==> config.mk <==
export PLATFORM = sky130hd
export DESIGN_NAME = lsq_load_arbiter
export DESIGN_NICKNAME = d
export VERILOG_FILES = /design/src/rtl/lsq_load_arbiter.sv
export SDC_FILE = /design/constraint.sdc
export NUM_CORES = 1
export LEC_CHECK = 0
export CORE_MARGIN = 2
export CORE_UTILIZATION = 28
export CTS_CLUSTER_DIAMETER = 60
export DETAILED_ROUTE_END_ITERATION = 6
export MAX_ROUTING_LAYER = met4
export PLACE_DENSITY = 0.86
export SLEW_MARGIN = 20
export SYNTH_ARGS = -nofsm -noshare
export SYNTH_HDL_FRONTEND = slang
export SYNTH_SLANG_ARGS = --single-unit
export TNS_END_PERCENT = 10
==> constraint.sdc <==
create_clock -name clk -period 7.05 [get_ports clk]
set_clock_uncertainty 0.15 [all_clocks]
set_input_delay 1.0575 -clock clk [delete_from_list [all_inputs] [get_ports clk]]
set_output_delay 1.0575 -clock clk [all_outputs]
set_load 0.02 [all_outputs]
==> src/rtl/lsq_load_arbiter.sv <==
// Load-port arbiter: N requesters share one LSQ load port, and returns are routed back in issue order.
// Latency: zero cycles on both channels. The address and data paths are combinational, and only ID state is registered.
// Backpressure: a stalled grant is locked until it issues. Issue blocks when the ID FIFO is full. A return stalls until its requester is ready.

// Issued requester IDs: a small FIFO kept in issue order.
// Latency: the head is visible in the cycle after the push. Push and pop may happen in the same cycle.
// Backpressure: none internally. The caller must not push when full or pop when empty.
module lsq_id_fifo #(
  parameter int WIDTH = 1,
  parameter int DEPTH = 4
) (
  input  logic                       clk,
  input  logic                       rst,
  input  logic                       pushVld,
  input  logic [WIDTH-1:0]           pushDat,
  input  logic                       popVld,
  output logic [WIDTH-1:0]           headDat,
  output logic [$clog2(DEPTH+1)-1:0] count,
  output logic                       full,
  output logic                       empty
);
  localparam int PTR_W = $clog2(DEPTH);
  localparam int CNT_W = $clog2(DEPTH + 1);

  logic [WIDTH-1:0] mem [DEPTH];
  logic [PTR_W-1:0] wrPtr;
  logic [PTR_W-1:0] rdPtr;

  assign headDat = mem[rdPtr];
  assign full    = (count == CNT_W'(DEPTH));
  assign empty   = (count == '0);

  // Storage is left unreset; only the pointers and count define validity.
  always_ff @(posedge clk) begin
    if (pushVld) begin
      mem[wrPtr] <= pushDat;
    end
  end

  // The pointers wrap naturally because DEPTH is a power of two.
  always_ff @(posedge clk) begin
    if (!rst) begin
      wrPtr <= '0;
      rdPtr <= '0;
      count <= '0;
    end else begin
      if (pushVld) wrPtr <= wrPtr + PTR_W'(1);
      if (popVld)  rdPtr <= rdPtr + PTR_W'(1);
      count <= count + CNT_W'(pushVld) - CNT_W'(popVld);
    end
  end
endmodule

module lsq_load_arbiter #(
  parameter int NUM_PORTS = 2,
  parameter int DATA_TYPE = 32,
  parameter int ADDR_TYPE = 32,
  parameter int ID_DEPTH  = 4
) (
  input  logic                             clk,
  input  logic                             rst,
  input  logic [NUM_PORTS*ADDR_TYPE-1:0]   addrIn,
  input  logic [NUM_PORTS-1:0]             addrIn_valid,
  output logic [NUM_PORTS-1:0]             addrIn_ready,
  output logic [ADDR_TYPE-1:0]             addrOut,
  output logic                             addrOut_valid,
  input  logic                             addrOut_ready,
  input  logic [DATA_TYPE-1:0]             dataFromMem,
  input  logic                             dataFromMem_valid,
  output logic                             dataFromMem_ready,
  output logic [NUM_PORTS*DATA_TYPE-1:0]   dataOut,
  output logic [NUM_PORTS-1:0]             dataOut_valid,
  input  logic [NUM_PORTS-1:0]             dataOut_ready,
  output logic [$clog2(ID_DEPTH+1)-1:0]    outstanding
);
  localparam int IDX_W = $clog2(NUM_PORTS);

  logic [IDX_W-1:0] prio;
  logic             locked;
  logic [IDX_W-1:0] lockIdx;
  logic [IDX_W-1:0] sel;
  logic             found;
  logic [IDX_W-1:0] head;
  logic             full;
  logic             empty;
  logic             issue;
  logic             pop;

  lsq_id_fifo #(.WIDTH(IDX_W), .DEPTH(ID_DEPTH)) idFifo (
    .clk     (clk),
    .rst     (rst),
    .pushVld (issue),
    .pushDat (sel),
    .popVld  (pop),
    .headDat (head),
    .count   (outstanding),
    .full    (full),
    .empty   (empty)
  );

  // A locked grant holds its port; otherwise pick the first valid port at or after prio.
  always_comb begin
    logic [IDX_W:0]   cand;
    logic [IDX_W-1:0] candIdx;
    sel     = '0;
    found   = 1'b0;
    cand    = '0;
    candIdx = '0;
    if (locked) begin
      sel   = lockIdx;
      found = addrIn_valid[lockIdx];
    end else begin
      for (int k = 0; k < NUM_PORTS; k++) begin
        cand = {1'b0, prio} + (IDX_W+1)'(k);
        if (cand >= (IDX_W+1)'(NUM_PORTS)) cand = cand - (IDX_W+1)'(NUM_PORTS);
        candIdx = cand[IDX_W-1:0];
        if (!found && addrIn_valid[candIdx]) begin
          found = 1'b1;
          sel   = candIdx;
        end
      end
    end
  end

  assign addrOut_valid = rst & found & ~full;
  assign issue         = addrOut_valid & addrOut_ready;

  // Mux the selected address out, and hand ready back to that port only.
  always_comb begin
    addrOut      = '0;
    addrIn_ready = '0;
    for (int i = 0; i < NUM_PORTS; i++) begin
      if (sel == IDX_W'(i)) begin
        addrOut         = addrIn[i*ADDR_TYPE +: ADDR_TYPE];
        addrIn_ready[i] = rst & found & addrOut_ready & ~full;
      end
    end
  end

  assign dataFromMem_ready = rst & ~empty & dataOut_ready[head];
  assign pop               = dataFromMem_valid & dataFromMem_ready;
  assign dataOut           = {NUM_PORTS{dataFromMem}};

  // Returned data is offered only to the requester at the FIFO head.
  always_comb begin
    dataOut_valid = '0;
    for (int i = 0; i < NUM_PORTS; i++) begin
      if (head == IDX_W'(i)) begin
        dataOut_valid[i] = rst & ~empty & dataFromMem_valid;
      end
    end
  end

  // Advance the priority past each winner, and lock any grant that is offered but not taken.
  always_ff @(posedge clk) begin
    if (!rst) begin
      prio    <= '0;
      locked  <= 1'b0;
      lockIdx <= '0;
    end else begin
      if (issue) begin
        prio <= (sel == IDX_W'(NUM_PORTS - 1)) ? '0 : sel + IDX_W'(1);
      end
      locked  <= addrOut_valid & ~addrOut_ready;
      lockIdx <= sel;
    end
  end
endmodule

======== After elaboration in Yosys (flattened, before gate mapping) ========
Memory sizes are Yosys's and may differ from the RTL's. A register that Yosys moved wholly into a read port is not among the register bits.
Index checks and enable logic that the tools add are counted.
word-level totals
  memories ................................ 1
  output and inout bits ................... 105
  input bits .............................. 104
  bits in writable memories ............... 4
  register bits ........................... 10
  logic and storage cells ................. 67
cells by class
  reductions and logical operators ........ 3
  $add $sub $neg .......................... 8
  $lt $le $gt $ge ......................... 6
  bitwise gates (word level) .............. 13
  mux-type cells .......................... 29
  equal/unequal tests ..................... 1
memories
  memory      depth  bits a word  read ports  clocked after memory_dff  wr ports  RTL line  text
  idFifo.mem  4      1            1           1                         1         25        logic [WIDTH-1:0] mem [DEPTH];
operators with widths
  cell                                                 number
  two-way mux 32 bit                                   1
  two-way mux 1 bit                                    26
  bitwise AND 1 bit                                    10
  < comparator 1 x 2 -> 1 bit, second input constant   4
  adder 2 x 1 -> 2 bit, second input constant          2
  two-way mux 2 bit                                    2
  adder 3 x 1 -> 3 bit                                 1
  equality test 3 bit, second input constant           1
  logical NOT 3 bit                                    1
  NOT 1 bit                                            3
  subtractor 3 x 1 -> 3 bit                            1
  adder 1 x 1 -> 2 bit, second input constant          1
  >= comparator 1 x 2 -> 1 bit, second input constant  1
  >= comparator 2 bit, second input constant           1
  subtractor 1 bit, second input constant              2
  adder 1 bit, second input constant                   1
  logical AND 1 bit                                    1
  logical NOT 1 bit                                    1

======== Longest topological paths before layout ========
Gate-level depths: netlist (run 1).
  word-level depth ........................ 16
  mapped depth ............................ 11

======== Hierarchy ========
Synthesis (run 1) repeated with hierarchy kept, for this count alone.
unflattened totals
  cell total of the unflattened synthesis .. 173
  area total of the unflattened synthesis .. 1794.2 um2
by module, submodules not included
  module            area each (um2)  cells each  seq. area each (um2)  times used
  lsq_load_arbiter  1199.9           126         60.1                  1
  lsq_id_fifo       594.3            47          300.3                 1

======== Least setup slack after synthesis (run 1) ========
Ideal clock, no wire load.
  kind .................................... in2out
  from .................................... input port addrIn_valid[0]
  to ...................................... output port addrOut[13]
  setup slack ............................. 3.778 ns
  required time ........................... 5.843 ns
  cell stages on the path ................. 5
  data arrival time ....................... 2.065 ns
  cells stage by stage .................... nand2b_1 -> nand3b_1 -> nand2_1 -> buf_2 -> mux2_2
on the way
  longest elaborated chain between the ends .. 9
  elaborated cells on any way between the ends .. 12
  those cells by class .................... mux: 10; reduce/logical: 2
RTL lines
  element                                               RTL line  text
  start: declaration                                    63        input logic [NUM_PORTS-1:0] addrIn_valid,
  two-way mux 1 bit (implied by the code) (2 in a row)  117       if (!found && addrIn_valid[candIdx]) begin
  two-way mux 1 bit                                     117
  two-way mux 1 bit                                     109       if (locked) begin
  logical NOT 1 bit                                     117
  logical AND 1 bit                                     117
  two-way mux 1 bit *                                   117
  two-way mux 1 bit *                                   109
  named net idFifo.pushDat                              15        input logic [WIDTH-1:0] pushDat,
  two-way mux 32 bit *                                  133       if (sel == IDX_W'(i)) begin
  end: declaration                                      65        output logic [ADDR_TYPE-1:0] addrOut,
Mark *: on every way through the listed nets, which the timed path passes. The rest lies on a longest branch. The select of a mux whose other input is x is not followed.

======== Final worst setup path (run 1) ========
  from .................................... input port addrIn_valid[0]
  to ...................................... output port addrOut[28]
on the way
  longest elaborated chain between the ends .. 9
  elaborated cells on any way between the ends .. 12
  those cells by class .................... mux: 10; reduce/logical: 2
RTL lines
  element                                               RTL line
  two-way mux 1 bit (implied by the code) (2 in a row)  117
  two-way mux 1 bit                                     117
  two-way mux 1 bit                                     109
  logical NOT 1 bit                                     117
  logical AND 1 bit                                     117
  two-way mux 1 bit *                                   117
  two-way mux 1 bit *                                   109
  two-way mux 32 bit *                                  133
Mark *: on every way between the ends. The rest lies on a longest branch, timed or not. The select of a mux whose other input is x is not followed.

==> results of run 1 <==
==> per-stage QoR <==
stage | instance area [sq um] | power [mW] | setup slack [ns] | instances | utilization (%)
2_1_floorplan | 1670 | 0.304 | 3.78 | 174 | -
3_3_place_gp | 2390 | 0.362 | 2.63 | 294 | 40.9
3_5_place_dp | 2390 | 0.365 | 2.61 | 294 | 40.9
4_1_cts | 2440 | 0.436 | 2.61 | 298 | 41.7
5_1_grt | 2440 | 0.456 | 2.46 | 298 | 41.7
6_report | 2440 | 0.430 | 2.60 | 298 | 41.7
==> path summary, 6_finish.rpt <==
kind,start,endpoint,depth (start not counted)
max,addrIn_valid[0],addrOut[28],7
min,idFifo.rdPtr[1],idFifo.rdPtr[1],1
max reg2reg,flip-flop,idFifo.count[2],10
min reg2reg,idFifo.rdPtr[1],idFifo.rdPtr[1],1
==> worst max-delay path, cell delays in order <==
cell,delay [ns]
clkdlybuf4s50_1,0.44
nand2b_1,0.08
nand3b_1,0.10
nand2_1,0.17
buf_4,0.40
mux2_2,0.40
clkdlybuf4s50_1,0.56
==> where the power goes <==
part | total, mW | internal (mW) | switching, mW | leakage [nW]
clock network | 0.0689 | 0.0386 | 0.0303 | 0.0231
registers | 0.124 | 0.109 | 0.0159 | 0.135
logic | 0.237 | 0.138 | 0.0989 | 0.753
==> metal layers <==
metal | part of all wire, % | vias up | global-route usage [%]
met2 | 53 | 87 | 21.3
met1 | 35 | 585 | 11.6
met4 | 0.82 | 0 | 3.56
li1 | - | 611 | -
met3 | 11 | 6 | 4.67
met5 | 0 | - | -
==> logic make-up after synthesis <==
| kind of cell | Yosys count |
|---|---|
| AOI/OAI and AO/OA | 6 |
| xor gates and xnor gates | 2 |
| adders and majority gates | 7 |
| buffers and inverters | 74 |
| DFF | 16 |
| muxes | 39 |
| and+or+nand+nor | 30 |
==> cells in the mapped netlist (all sizes together) (2+ instances only) <==
library cell,count,share of area [%]
buf,67,30
xnor2,2,1.0
and2,9,3.4
inv,6,1.3
mux2i,6,3.8
nor2,5,1.3
edfxtp,4,7.2
ha,6,4.5
nor2b,2,0.75
nand2,8,1.8
dfxtp,12,14
mux2,32,22
==> cell usage in the layout (no fill, tap or decap), types with 2 or more instances in the layout <==
cell and count:
and2_1 9, clkbuf_8 3, clkdlybuf4s50_1 112, dfxtp_1 12, edfxtp_1 4, ha_1 6
inv_1 5, mux2_2 32, mux2i_1 5, nand2_1 8, nor2_1 4, nor2b_1 2
xnor2_1 2
==> layout make-up <==
cell class | instances | area share, %
inverter | 6 | 0.924
multi-input combinational | 84 | 32.3
clock buffer | 3 | 1.69
sequential | 16 | 14.8
clock inverter | 1 | 0.154
timing repair buffer | 113 | 46.3
tap | 75 | 3.85
==> results.md, run 1 <==
- # resized after CTS: 0
- Post-Syn Nets: 285
- Core Rows: 28
- Initial Utilization: 28.6%
- DRC errors left: 0
- Endpoints failing hold: 0
- Final GP Congestion: 0.770
- Buffers on Ports: 112
- Drt via density: 4.33
- Largest family of logic cells by synthesized area: buffers and inverters
- Part of the Yosys area used for sequential elements: 21.6%
- Fmax: 225 MHz
- Number of global-route vias before repair: 1342
- Worst rel slew slack: 70.1%
- WL final: 3.91 mm
- Pin count of the biggest net entering global routing: 36
- Leakage: 0.911 nW
- Top FF cell, synth: dfxtp_1
- Die area: 0.00660 sq mm
- # hold bufs at CTS: 0
- Iter 0 DRT Violations: 23
- Final Cycle Share: 63.1%
- Adder-Cell Fraction of Synth Area: 5.69%
- CTS HTree Levels: 1
- Max VDD drop: 0.110 mV
- Post-CTS setup buffers: 0
- Hold_ws: 0.310 ns
- Latest clock arrival within the worst-skew pair: 0.25 ns
- Total global-route track usage: 11.8%
- Synth unique cells: 31
- Clock-pin transition on the worst setup and hold timing paths: 0.06 ns
- Worst Hold Class: flip-flop to flip-flop
- Layout net count: 335
- Min cycle time layout: 4.45 ns
- Layout cells sized above 1: 18.8%
- Ys async rst share: 0%
- Critical path class: input pin to output port
- DP HPWL: 3.31 mm
- RSZ-0062 raised after global routing: no
- Post-DRT Antenna Nets: 0
- Maximum buffer depth of the clock tree: 2
- TritonCTS clock tree: built
- Initial antenna violation count: 0
- CTS buffer count: 3
- Routed length per instance: 13.1 um
- Number of fill cells: 549
- R2r setup slk: 4.24 ns
- Simple-gate area share of the yosys netlist: 10.0%
- Die W: 81.2 um
- Actual slew at the worst max-slew pin: 0.447 ns
- Power Dens Cells: 176 mW/mm^2
- Routed vias: 1289
- Register bit count reported by yosys: 16
- CTS root buf: clkbuf_8
- Slew Viols, Final: 0
- Io pins: 209
- Multi-input gate area: 788 sq um
- Critical path capture point type: output port
- Drt first pass iters: 4
- Setup TNS: 0 ns
- Setup crit start kind: input pin
- Compound-cell area share of the yosys netlist: 3.67%
- Required @ worst endpoint: 5.84 ns
- Mapped Cells: 174
- GRT overflow: 0
- Synth Area per Inst: 9.60 sq um
- Ys Warns: 0
- First-pass GRT wire length: 5.80 mm
- Clk sinks: 16
- EDFF count, synth: 4
- Area Overhead vs Synth: 46.0%
- CP Max Fanout: 35
- Die extent in y: 81.2 um
- XOR/XNOR share of the synthesized area: 1.05%
- Post-synthesis mux area share: 26.7%
- Setup Viol. Count Final: 0
- Diodes inserted: 0
- Critical path arrival: 3.24 ns
- Register area: 360 sq um
- Outcome: completed
- Max_cap viols: 0
- Core outline area: 0.00585 sq mm
- Mapped Area: 0.00167 sq mm
No activity file was read; power rests on OpenSTA's default activity.
==> run 2: changes to the inputs <==
CORE_UTILIZATION = 24   (was 28)
PLACE_DENSITY = 0.79   (was 0.86)
clock period = 3.7 ns   (was 7.05 ns; I/O delays follow)
==> results.md, run 2 (synthesis results as in run 1) <==
- Outcome: completed (unchanged)
- Final Cycle Share: 86.0%
- # hold bufs at CTS: 0 (unchanged)
- Routed vias: 1265 (was 1289)
- Initial Utilization: 24.7% (was 28.6%)
- Latest clock arrival within the worst-skew pair: 0.25 ns (about the same)
- Critical path arrival: 2.48 ns (was 3.24 ns)
- First-pass GRT wire length: 5.69 mm (was 5.80 mm)
- RSZ-0062 raised after global routing: no (unchanged)
- Worst rel slew slack: 80.1% (was 70.1%)
- # resized after CTS: 0 (unchanged)
- Setup TNS: 0 ns (unchanged)
- GRT overflow: 0 (unchanged)
- Max VDD drop: 0.127 mV (was 0.110 mV)
- Core outline area: 0.00676 sq mm (was 0.00585 sq mm)
- Post-DRT Antenna Nets: 0 (unchanged)
- Critical path class: input pin to output port (unchanged)
- Iter 0 DRT Violations: 32 (was 23)
- Leakage: 0.925 nW (was 0.911 nW)
- Layout cells sized above 1: 19.6% (was 18.8%)
- Min cycle time layout: 3.18 ns
- Final GP Congestion: 0.777 (was 0.770)
- Clock-pin transition on the worst setup and hold timing paths: 0.06 ns (about the same)
- Drt first pass iters: 3 (was 4)
- Die W: 87.4 um (was 81.2 um)
- Multi-input gate area: 788 sq um (unchanged)
- Die extent in y: 87.4 um (was 81.2 um)
- Diodes inserted: 0 (unchanged)
- CP Cell Sequence: clkdlybuf4s50_1 -> nand2b_1 -> nand3b_1 -> nand2_1 -> buf_12 -> mux2_2 -> clkdlybuf4s50_1 (was clkdlybuf4s50_1 -> nand2b_1 -> nand3b_1 -> nand2_1 -> buf_4 -> mux2_2 -> clkdlybuf4s50_1)
- Core Rows: 30 (was 28)
- Fmax: 314 MHz
- Finished Layout Cells: 304 (was 298)
- Slowest cell delay on critical path: 0.55 ns (was 0.56 ns)
- Cell mode on critical path: clkdlybuf4s50_1 (unchanged)
- Required @ worst endpoint: 2.99 ns (was 5.84 ns)
- Max_cap viols: 0 (unchanged)
- DRC errors left: 0 (unchanged)
- Initial antenna violation count: 0 (unchanged)
- Clk sinks: 16 (unchanged)
- Actual slew at the worst max-slew pin: 0.297 ns (was 0.447 ns)
- Worst setup margin: 0.518 ns (was 2.60 ns)
- Power Dens Cells: 342 mW/mm^2 (was 176 mW/mm^2)
- Critical path capture point type: output port (unchanged)
- Total power: 847 uW (was 430 uW)
- Most frequent cells in the layout: 112 x clkdlybuf4s50_1, 32 x mux2_2, 12 x dfxtp_1 (unchanged)
- Number of fill cells: 675 (was 549)
- Buffers on Ports: 112 (unchanged)
- Maximum buffer depth of the clock tree: 2 (unchanged)
- DP HPWL: 3.23 mm (was 3.31 mm)
- Area Overhead vs Synth: 48.2% (was 46.0%)
- Number of global-route vias before repair: 1272 (was 1342)
- Setup crit start kind: input pin (unchanged)
- Worst Hold Class: flip-flop to flip-flop (unchanged)
- Setup Viol. Count Final: 0 (unchanged)
- Total global-route track usage: 9.77% (was 11.8%)
- Commonest non-fill, non-tap cell in the layout: clkdlybuf4s50_1 (unchanged)
- Endpoints failing hold: 0 (unchanged)
- Io pins: 209 (unchanged)
- Routed length per instance: 12.9 um (was 13.1 um)
- Die area: 0.00764 sq mm (was 0.00660 sq mm)
- DP Worst Slack: 0.412 ns (was 2.61 ns)
- Slowest stage cell, crit path: clkdlybuf4s50_1 (unchanged)
- CP Max Fanout: 39 (was 35)
- # placed instances: 300 (was 294)
- Drt via density: 4.16 (was 4.33)
- WL final: 3.91 mm (about the same)
- Layout net count: 336 (was 335)
- Core Util, Final: 36.6% (was 41.7%)
- Post-CTS setup buffers: 0 (unchanged)
- CTS buffer count: 3 (unchanged)
- TritonCTS clock tree: built (unchanged)
- CTS root buf: clkbuf_8 (unchanged)
- Pin count of the biggest net entering global routing: 40 (was 36)
- CTS HTree Levels: 1 (unchanged)
- Register area: 360 sq um (unchanged)
- Slew Viols, Final: 0 (unchanged)
[run 2: changes by cell type in the layout (fill, tap and decap cells not counted)]
cell,before,now
buf_12,0,1
clkbuf_8,3,4
clkinv_1,1,0
[run 2: where the power goes]
part	internal (mW)	leakage [nW]	switching [mW]	total, mW
Clock	0.0943	0.0288	0.0578	0.152
Combinational	0.268	0.762	0.190	0.457
Sequential	0.207	0.135	0.0308	0.238
Total	0.569	0.925	0.278	0.847
[run 2: final timing paths]
| path | start | endpoint | slack, ns | cells past startpoint |
|---|---|---|---|---|
| min reg2reg | prio | prio | 0.31 | 2 |
| max reg2reg | idFifo.mem[3] | idFifo.count[2] | 0.90 | 10 |
| min | prio | prio | 0.31 | 2 |
| max | addrIn_valid[0] | addrOut[23] | 0.52 | 7 |
[run 2: area by class of cell]
| type | count | share of cell area, % |
|---|---|---|
| timing repair buffer | 114 | 46.4 |
| clock buffer | 4 | 2.22 |
| inverter | 6 | 0.910 |
| tap | 80 | 4.04 |
| sequential | 16 | 14.6 |
| multi-input combinational | 84 | 31.9 |
[run 2: worst max-delay path: cells and delay by family]
family                 cells  cell delay (ns)
buffers and inverters      3             1.21
AND/OR/NAND/NOR            3             0.30
multiplexers               1             0.38
[run 2: metal layers]
layer  GRT usage [%]  share of wire, %
met1            11.3                41
met2            16.0                49
met3            3.22               9.8
met4            3.08               1.0
met5               -                 0
[run 2: metrics by stage]
step	hold slack, ns	area [sq um]
2_1_floorplan	0.280	1670
3_3_place_gp	0.294	2420
3_5_place_dp	0.305	2420
4_1_cts	0.315	2470
5_1_grt	0.356	2470
6_report	0.306	2470
